$ cat config.mk
export PLATFORM = sky130hd
export DESIGN_NAME = alu_arbiter
export DESIGN_NICKNAME = d
export VERILOG_FILES = /design/src/rtl/alu_arb_pkg.sv /design/src/rtl/alu_arbiter_rr_grant.sv /design/src/rtl/alu_arbiter.sv
export SDC_FILE = /design/constraint.sdc
export NUM_CORES = 1
export LEC_CHECK = 0
export ABC_CLOCK_PERIOD_IN_PS = 10700
export BUFFER_PORTS_ARGS = -buffer_cell sky130_fd_sc_hd__clkbuf_2
export CORE_MARGIN = 8
export CORE_UTILIZATION = 45
export CTS_BUF_LIST = sky130_fd_sc_hd__clkbuf_8
export DETAILED_ROUTE_END_ITERATION = 10
export GPL_TIMING_DRIVEN = 0
export PLACE_DENSITY = 0.9
export SETUP_SLACK_MARGIN = 0.02
export SLEW_MARGIN = 5
export SYNTH_ARGS = -nofsm -noshare
export SYNTH_HDL_FRONTEND = slang
export SYNTH_SLANG_ARGS = --single-unit
$ cat constraint.sdc
create_clock -name clk -period 10.7 [get_ports clk]
set_input_delay 1.605 -clock clk [delete_from_list [all_inputs] [get_ports clk]]
set_output_delay 1.605 -clock clk [all_outputs]
set_load 0.01 [all_outputs]
$ cat src/rtl/alu_arb_pkg.sv
// Shared types and constants for the ALU arbiter slice.
// State encoding, ALU op codes and an index-width helper.
package alu_arb_pkg;

  typedef enum logic [1:0] {
    IDLE,
    ISSUE,
    CAPTURE,
    RESP
  } state_t;

  localparam logic [3:0] OP_AND = 4'b0000;
  localparam logic [3:0] OP_OR  = 4'b0001;
  localparam logic [3:0] OP_ADD = 4'b0010;
  localparam logic [3:0] OP_SUB = 4'b0110;

  localparam logic [1:0] MUX_IMM = 2'd1;

  function automatic int idx_w(input int n);
    return (n > 1) ? $clog2(n) : 1;
  endfunction

endpackage

$ cat src/rtl/alu_arbiter_rr_grant.sv
// One-hot grant over a valid vector, searching upward from ptr.
// A pointer held at zero degenerates to fixed lowest-index priority.
module rr_grant
  import alu_arb_pkg::*;
#(
  parameter int N  = 2,
  parameter int PW = idx_w(N)
) (
  input  logic [N-1:0]  valid,
  input  logic [PW-1:0] ptr,
  output logic [N-1:0]  grant,
  output logic [PW-1:0] win
);

  always_comb begin
    logic [PW-1:0] idx;
    logic          found;
    grant = '0;
    win   = '0;
    found = 1'b0;
    idx   = '0;
    for (int i = 0; i < N; i++) begin
      idx = PW'((int'(ptr) + i) % N);
      if (!found && valid[idx]) begin
        found      = 1'b1;
        grant[idx] = 1'b1;
        win        = idx;
      end
    end
  end

endmodule

$ cat src/rtl/alu_arbiter.sv
// Shares one registered-output ALU among NUM_REQ requesters.
// Define ALU_ARB_ROUND_ROBIN_EN for round-robin; default is fixed priority.
module alu_arbiter
  import alu_arb_pkg::*;
#(
  parameter int NUM_REQ = 2,
  parameter int DATA_W  = 32,
  parameter int CTRL_W  = 4
) (
  input  logic                      clk,
  input  logic                      rst,
  input  logic [NUM_REQ-1:0]        req_valid,
  output logic [NUM_REQ-1:0]        req_ready,
  input  logic [NUM_REQ*DATA_W-1:0] req_a,
  input  logic [NUM_REQ*DATA_W-1:0] req_b,
  input  logic [NUM_REQ*CTRL_W-1:0] req_control,
  input  logic [NUM_REQ*2-1:0]      req_mux,
  output logic [DATA_W-1:0]         alu_a,
  output logic [DATA_W-1:0]         alu_b,
  output logic [CTRL_W-1:0]         alu_control,
  output logic [1:0]                alu_mux,
  input  logic [DATA_W-1:0]         alu_result,
  output logic [NUM_REQ-1:0]        rsp_valid,
  output logic [DATA_W-1:0]         rsp_result,
  output logic                      rsp_zero,
  input  logic [NUM_REQ-1:0]        rsp_ready
);

  localparam int PW = idx_w(NUM_REQ);

  state_t               state;
  logic [NUM_REQ-1:0]   grant;
  logic [NUM_REQ-1:0]   owner;
  logic [PW-1:0]        win;
  logic [PW-1:0]        ptr;
  logic                 accept;

  rr_grant #(
    .N  (NUM_REQ),
    .PW (PW)
  ) u_grant (
    .valid (req_valid),
    .ptr   (ptr),
    .grant (grant),
    .win   (win)
  );

  assign req_ready = (state == IDLE) ? grant : '0;
  assign accept    = |(req_valid & req_ready);

`ifdef ALU_ARB_ROUND_ROBIN_EN
  always_ff @(posedge clk or posedge rst) begin
    if (rst) begin
      ptr <= '0;
    end else if (accept) begin
      ptr <= (win == PW'(NUM_REQ - 1)) ? '0 : win + 1'b1;
    end
  end
`else
  assign ptr = '0;
`endif

  always_ff @(posedge clk or posedge rst) begin
    if (rst) begin
      state       <= IDLE;
      owner       <= '0;
      alu_a       <= '0;
      alu_b       <= '0;
      alu_control <= '0;
      alu_mux     <= '0;
      rsp_valid   <= '0;
      rsp_result  <= '0;
      rsp_zero    <= 1'b0;
    end else begin
      unique case (state)
        IDLE: begin
          if (accept) begin
            alu_a       <= req_a[win*DATA_W +: DATA_W];
            alu_b       <= req_b[win*DATA_W +: DATA_W];
            alu_control <= req_control[win*CTRL_W +: CTRL_W];
            alu_mux     <= req_mux[win*2 +: 2];
            owner       <= grant;
            state       <= ISSUE;
          end
        end
        ISSUE: state <= CAPTURE;
        // ALU zero flag lags one op, so zero is derived from the captured value
        CAPTURE: begin
          rsp_result <= alu_result;
          rsp_zero   <= (alu_result == '0);
          rsp_valid  <= owner;
          state      <= RESP;
        end
        RESP: begin
          if (|(rsp_ready & owner)) begin
            rsp_valid <= '0;
            state     <= IDLE;
          end
        end
        default: state <= IDLE;
      endcase
    end
  end

endmodule

Word-level counts from Yosys, hierarchy flattened
Cells that the tools add are included.
{"block": "word_totals", "ff_bits": 109, "in_bits": 178}
{"block": "classes", "n_eq_ne": 5, "n_shift": 4, "n_mux": 9, "bitwise_logic": 2, "n_reduce_logical": 10}
{"op": "$shiftx 64x7->32", "n": 2}
{"op": "$logic_not 32->1", "n": 1}
{"op": "$mux 2", "n": 4}
{"op": "$pmux 2 s4", "n": 1}
{"op": "$shiftx 8x4->4", "n": 1}
{"op": "$reduce_and 2->1", "n": 3}
{"op": "$and 2x2->2", "n": 2}
{"op": "$eq 2x2->1 const B", "n": 2}
{"op": "$ne 2x2->1 const B", "n": 2}
{"op": "$pmux 2 s2", "n": 1}
{"op": "$reduce_or 2->1", "n": 2}
{"op": "$shiftx 4x3->2", "n": 1}
{"op": "$mux 1", "n": 3}
{"op": "$eq 2x1->1 const B", "n": 1}
{"op": "$logic_not 2->1", "n": 1}
{"op": "$reduce_bool 2->1", "n": 1}
{"op": "$logic_and 1x1->1", "n": 1}
{"op": "$logic_not 1->1", "n": 1}

Longest topological paths before layout
Gate-level depths: netlist of run 1.
{"block": "depth", "word_depth": 9, "mapped_depth": 7}

By module
From an unflattened synthesis of run 1, not the netlist that was laid out.
{"block": "hier_totals", "cells_unflattened": 440, "hier_area_um2": 5230.0}
{"module": "alu_arbiter", "n_inst": 1, "cells_each": 436, "area_per_inst_um2": 5200.0}
{"module": "rr_grant", "n_inst": 1, "cells_each": 4, "area_per_inst_um2": 30.0}

Worst setup path before layout of run 1
No wires, ideal clock.
{"block": "synth_timing", "path_type": "input to output", "start": "input port req_valid[0]", "end": "output port req_ready[1]", "t_arrival_ns": 1.899, "slack_ns": 7.196, "cell_stages": 2, "n_path_buf": 0, "path_cell_list": "nand3b_1 > inv_1"}
{"block": "synth_via", "elab_chain_cells": 5}
{"element": "start, declared", "line_no": "alu_arbiter.sv:12", "text": "input logic [NUM_REQ-1:0] req_valid,"}
{"element": "$mux 1", "line_no": "alu_arbiter_rr_grant.sv:24", "text": "if (!found && valid[idx]) begin"}
{"element": "$logic_not 1->1", "line_no": "alu_arbiter_rr_grant.sv:24"}
{"element": "$logic_and 1x1->1", "line_no": "alu_arbiter_rr_grant.sv:24"}
{"element": "$mux 2", "line_no": "alu_arbiter_rr_grant.sv:24"}
{"element": "$mux 2", "line_no": "alu_arbiter.sv:48", "text": "assign req_ready = (state == IDLE) ? grant : '0;"}
{"element": "end, declared", "line_no": "alu_arbiter.sv:13", "text": "output logic [NUM_REQ-1:0] req_ready,"}
Every way passes these cells.

Worst setup path in the final report of run 1
Ends and elaborated chain as after synthesis.

==> flow_metrics.env, run 1 <==
export IMPL_crit_top_cell="clkbuf_2"
export IMPL_htree_num_levels=3
export IMPL_pin_count=285
export IMPL_vias=3969
export IMPL_ff2ff_path_depth=6
export IMPL_grt_max_degree=57
export IMPL_crit_fanout=6
export IMPL_r2r_slack_ns=8.67
export IMPL_fmax_ghz=0.265
export IMPL_place_congestion=0.789
export IMPL_viasPerCell=5.02
export IMPL_core_area_um2=11400
export IMPL_yosysSeqAreaShare=0.521
export IMPL_synth_fa_ha_area_frac=0.00956
export IMPL_ys_ff_latch=109
export IMPL_wl_per_cell_um=18.9
export IMPL_grt_pass1_wl_um=22200
export IMPL_min_period_over_period=0.353
export IMPL_synth_simple_area_share=0.0268
export IMPL_wl_met3_um=1680
export IMPL_setup_violations_final=0
export IMPL_cts_sinks=109
export IMPL_row_count=39
export IMPL_drc=0
export IMPL_critPathTopFamily="buffers and inverters"
export IMPL_worst_slew_pin_slew_ns=0.660
export IMPL_drt_iter0_markers=140
export IMPL_arrival_ns=2.17
export IMPL_slew_headroom=0.560
export IMPL_ctsHoldBuffers=0
export IMPL_rsz0062_at_grt="false"
export IMPL_reg2reg_from="state[0]"
export IMPL_route_met2_wl_um=7890
export IMPL_hold_path_class="flip-flop to flip-flop"
export IMPL_synth_xor_area_share=0
export IMPL_synth_top_family_by_area="multiplexers"
export IMPL_drv_cap=0
export IMPL_nets=824
export IMPL_cp_end_kind="output port"
export IMPL_status="completed"
export IMPL_hold_depth=1
export IMPL_period_minus_slack_ns=3.78
export IMPL_clk_latency_ns=0.36
export IMPL_hold_violations=0
export IMPL_start_util=0.460
export IMPL_fp_dieW_um=124
export IMPL_antenna_cells=0
export IMPL_final_setup_tns_ns=0
export IMPL_holdCritStartpoint="alu_a[30]"
export IMPL_crit_chain="clkbuf_2, nand3b_1, inv_1, clkbuf_2"
export IMPL_cts_buffers=9
export IMPL_critical_path_slowest_cell="nand3b_1"
export IMPL_portBuffers=284
export IMPL_cts_setup_buffers=0
export IMPL_syn_num_nets=528
export IMPL_grt_use_total=0.189
export IMPL_clock_skew_ns=0.0108
export IMPL_preCtsSetupSlack_ns=6.92
export IMPL_slew_viol_final=0
export IMPL_finish_utilization=0.622
export IMPL_overflow=0
export IMPL_synth_compound_area_frac=0.0129
export IMPL_cts_repair_resized=0
export IMPL_die_area_um2=15300
export IMPL_place_hpwl_um=12500
export IMPL_placedCellCount=774
export IMPL_power_leakage_nw=3.83
export IMPL_synthCells=346
export IMPL_placed_cell_area_um2=6870
export IMPL_top_layer="met4"
export IMPL_antenna_found_initial=0
export IMPL_final_setup_worst_slack_ns=6.92
export IMPL_finalNonFillerCells=790
export IMPL_crit_type="input pin to output port"
export IMPL_die_h_um=124
export IMPL_critPathMaxStageDelay_ns=0.23
export IMPL_area_delta_synth_final_pct=35.0
export IMPL_cp_required_ns=9.10
export IMPL_crit_buf_inv=3
export IMPL_clkTransAtPathRegs_ns=0.08
export IMPL_cts_root_buf="clkbuf_8"
export IMPL_drive_above_1_share=0.762
export IMPL_firstDrtPassIters=4
export IMPL_postRouteAntennaNets=0
export IMPL_critPathLaunchType="input pin"
export IMPL_wirelength_um=14900
export IMPL_yosys_warnings=0
export IMPL_met1Wirelength_um=4960
export IMPL_cts_buffer_depth=2
export IMPL_synthMuxAreaShare=0.388
export IMPL_cts_tree="yes"
export IMPL_design_area_um2=7070
export IMPL_r2r_end="alu_b[5]"
export IMPL_p_per_area_nw_per_um2=108
export IMPL_hold_end="alu_a[30]"
export IMPL_grt_pass1_vias=4532
export IMPL_syn_area_um2=5240
export IMPL_ir_worst_vdd_mv=0.0777
export IMPL_synth_cell_types=29
export IMPL_synth_avg_cell_area_um2=15.1
-- synth_stat cells --
master	number	area, um2
clkbuf_8	7	96.3
buf_6	6	67.6
a21boi_4	1	18.8
or3_1	1	6.26
dfrtp_1	109	2730
and2_2	1	7.51
nand2_1	7	26.3
clkbuf_1	1	3.75
nand3b_1	1	7.51
a22oi_1	1	7.51
nor4b_1	1	8.76
buf_2	3	15.0
buf_4	2	15.0
mux2i_1	1	10.0
mux2_4	19	285
nor4_1	6	37.5
nand4_1	2	12.5
nand2b_1	2	12.5
ha_1	4	50.1
mux2_2	154	1730
a21oi_1	1	5.00
o22ai_1	1	6.26
o31ai_1	1	7.51
a2bb2oi_1	1	8.76
o21ai_0	1	5.00
a32oi_1	1	8.76
inv_1	6	22.5
nand3_1	2	10.0
nor2_1	3	11.3
-- worst max-delay path by stage --
stage	from	to	slack, ns	cells past startpoint
2_1_floorplan	rst	alu_a[0]	6.22	1
3_3_place_gp	rst	rsp_result[18]	5.29	2
3_5_place_dp	req_valid[0]	req_ready[1]	6.92	4
4_1_cts	req_valid[0]	req_ready[1]	6.92	4
5_1_grt	req_valid[0]	req_ready[1]	6.88	4
6_report	req_valid[0]	req_ready[1]	6.92	4
-- final cells by class --
cell class / count / area (um2)
Fill cell: 818 / 4300
Sequential cell: 109 / 2730
Multi-Input combinational cell: 212 / 2290
Timing Repair Buffer: 285 / 1450
Buffer: 19 / 198
Tap cell: 143 / 179
Clock buffer: 11 / 151
Clock inverter: 5 / 51.3
Inverter: 6 / 25.0
-- kinds of logic (layout without fill, tap and decap cells) --
logic type      Yosys count  after routing
compound gates            8              8
mux                     174            174
flops                   109            109
fa+ha+maj                 4              4
buf+inv                  25            326
simple gates             26             26
-- registers in the layout, indices dropped and copies added, names as in the netlist --
name and flops:
alu_a 32, alu_b 32, alu_control 4, alu_mux 2, owner 2, rsp_result 32
rsp_valid 2, rsp_zero 1, state 2
-- metal layers --
metal / up-vias / GRT usage
li1: 1837 / -
met1: 1901 / 0.176
met2: 202 / 0.357
met3: 29 / 0.0707
met4: 0 / 0.0843
met5: - / 0
-- per-stage QoR --
stage | power, mW | hold WS, ns
after global placement | 0.518 | 0.470
final | 0.765 | 0.511
after detailed placement | 0.525 | 0.493
after CTS | 0.775 | 0.515
after global routing | 0.799 | 0.523
after floorplan | 0.474 | 0.467
-- worst reg2reg max path: stages, from the launching register on --
cell and delay [ns]:
dfrtp_1 0.41, inv_1 0.12, ha_1 0.22, nand2_1 0.12
a21boi_4 0.38, buf_4 0.30, mux2_2 0.36
-- report_power, final --
group	switching [mW]	total [mW]	leakage, nW	internal [mW]
Combinational	0.0393	0.0942	2.28	0.0550
Clock	0.130	0.250	0.112	0.120
Sequential	0.00348	0.421	1.44	0.418
Total	0.173	0.765	3.83	0.592
-- layout by cell type, fill, tap and decap left out, drive strengths merged --
cell,n
a21boi,1
a21oi,1
a22oi,1
a2bb2oi,1
a32oi,1
and2,1
buf,12
bufinv,1
clkbuf,303
clkinv,2
dfrtp,109
ha,4
inv,8
mux2,173
mux2i,1
nand2,7
nand2b,2
nand3,2
nand3b,1
nand4,2
nor2,3
nor4,6
nor4b,1
o21ai,1
o22ai,1
o31ai,1
or3,1
Note: power is estimated with default switching activity, not from simulation.
==> inputs of run 2 (changes only) <==
Settings changed: ABC_CLOCK_PERIOD_IN_PS 10700 to 3040, CORE_UTILIZATION 45 to 42, PLACE_DENSITY 0.9 to 0.88.
Clock period 10.7 ns to 3.04 ns, I/O delays scaled along.
==> flow_metrics.env, run 2 (same netlist as run 1, synthesis figures left out) <==
export IMPL_die_h_um=128
export IMPL_overflow=0
export IMPL_cts_sinks=109
export IMPL_cts_buffer_depth=2
export IMPL_cts_repair_resized=0
export IMPL_setup_violations_final=0
export IMPL_die_area_um2=16300
export IMPL_n_fill_cell=1013
export IMPL_drc=0
export IMPL_clkTransAtPathRegs_ns=0.10
export IMPL_final_common_cell="clkbuf_2"
export IMPL_rsz0062_at_grt="false"
export IMPL_r2r_slack_ns=1.06
export IMPL_power_leakage_nw=3.85
export IMPL_reg2reg_from="state[0]"
export IMPL_place_hpwl_um=12300
export IMPL_top_regs="alu_a (32), alu_b (32), rsp_result (32)"
export IMPL_wl_per_cell_um=18.1
export IMPL_grt_use_total=0.178
export IMPL_drv_cap=0
export IMPL_r2r_end="alu_b[30]"
export IMPL_htree_num_levels=3
export IMPL_p_per_area_nw_per_um2=410
export IMPL_cts_buffers=9
export IMPL_min_period_over_period=0.677
export IMPL_top_usage_layer="met2"
export IMPL_drive_above_1_share=0.765
export IMPL_pin_count=285
export IMPL_postRouteAntennaNets=0
export IMPL_place_congestion=0.833
export IMPL_power_total_mw=2.94
export IMPL_grt_pass1_wl_um=23000
export IMPL_area_delta_synth_final_pct=37.1
export IMPL_cts_tree="yes"
export IMPL_firstDrtPassIters=4
export IMPL_status="completed"
export IMPL_fp_dieW_um=128
export IMPL_ctsHoldBuffers=0
export IMPL_hold_violations=0
export IMPL_worst_slew_pin_slew_ns=0.744
export IMPL_slew_headroom=0.503
export IMPL_portBuffers=284
export IMPL_met3_usage=0.0645
export IMPL_drt_iter0_markers=97
export IMPL_ir_worst_vdd_mv=0.288
export IMPL_cp_end_kind="output port"
export IMPL_cp_required_ns=2.58
export IMPL_crit_fanout=4
export IMPL_preCtsSetupSlack_ns=0.976
export IMPL_antenna_found_initial=0
export IMPL_row_count=40
export IMPL_nets=825
export IMPL_mostFrequentLayoutCells="284 x clkbuf_2, 154 x mux2_2, 109 x dfrtp_1, 19 x mux2_4, 16 x clkbuf_8"
export IMPL_wirelength_um=14700
export IMPL_use_met1=0.186
export IMPL_slew_viol_final=0
export IMPL_crit_type="flip-flop to output port"
export IMPL_clock_skew_ns=0.00870
export IMPL_final_setup_worst_slack_ns=0.982
export IMPL_antenna_cells=0
export IMPL_hold_path_class="input pin to async pin"
export IMPL_vias=3988
export IMPL_viasPerCell=4.89
export IMPL_grt_max_degree=42
export IMPL_cts_root_buf="clkbuf_8"
export IMPL_cts_setup_buffers=0
export IMPL_ff2ff_path_depth=6
export IMPL_final_setup_tns_ns=0
export IMPL_fmax_ghz=0.486
export IMPL_start_util=0.432
export IMPL_arrival_ns=1.60
export IMPL_period_minus_slack_ns=2.06
export IMPL_critPathLaunchType="flip-flop"
export IMPL_grt_use_met2=0.322
export IMPL_grt_pass1_vias=4523
export IMPL_clk_latency_ns=0.37
export IMPL_core_area_um2=12100
run 2: layout make-up:
type | instances | area [um2] | share of cell area
Clock buffer | 9 | 124 | 0.0173
Inverter | 6 | 26.3 | 0.00366
Buffer | 19 | 198 | 0.0275
Multi-Input combinational cell | 212 | 2290 | 0.319
Sequential cell | 109 | 2730 | 0.380
Tap cell | 168 | 210 | 0.0293
Timing Repair Buffer | 286 | 1460 | 0.204
Clock inverter | 7 | 145 | 0.0202
run 2: critical path, cell delays in order, from the launching register on:
cell,delay (ns)
dfrtp_1,0.41
inv_1,0.12
ha_1,0.24
nand3b_1,0.21
inv_1,0.11
clkbuf_2,0.14
run 2: metrics by stage:
| stage | std cells | hold slack, ns | area (um2) | util |
|---|---|---|---|---|
| after global placement | 798 | 0.475 | 6870 | 0.567 |
| after floorplan | 346 | 0.467 | 5240 | - |
| after detailed placement | 800 | 0.482 | 6910 | 0.571 |
| after CTS | 816 | 0.181 | 7180 | 0.593 |
| after global routing | 816 | 0.208 | 7180 | 0.593 |
| final | 816 | 0.192 | 7180 | 0.593 |
run 2: power breakdown:
group	internal (mW)	switching (mW)	total, mW
Sequential	1.47	0.0123	1.48
Clock	0.634	0.496	1.13
Combinational	0.195	0.135	0.329
Total	2.30	0.642	2.94
run 2: how the worst max path moves through the flow:
| stage | end | start | slack (ns) | cells after the start |
|---|---|---|---|---|
| after floorplan | alu_a[0] | rst | 1.27 | 1 |
| after global placement | rsp_result[24] | rst | 0.66 | 2 |
| after detailed placement | alu_b[26] | req_valid[0] | 0.98 | 6 |
| after CTS | req_ready[1] | state[0] | 0.97 | 5 |
| after global routing | req_ready[1] | state[0] | 0.88 | 5 |
| final | req_ready[1] | state[0] | 0.98 | 5 |
run 2: routing by layer:
metal | part of all wire | wire length (um)
met3 | 0.095 | 1400
met5 | 0 | 0
met2 | 0.52 | 7710
met1 | 0.37 | 5390
met4 | 0.016 | 230
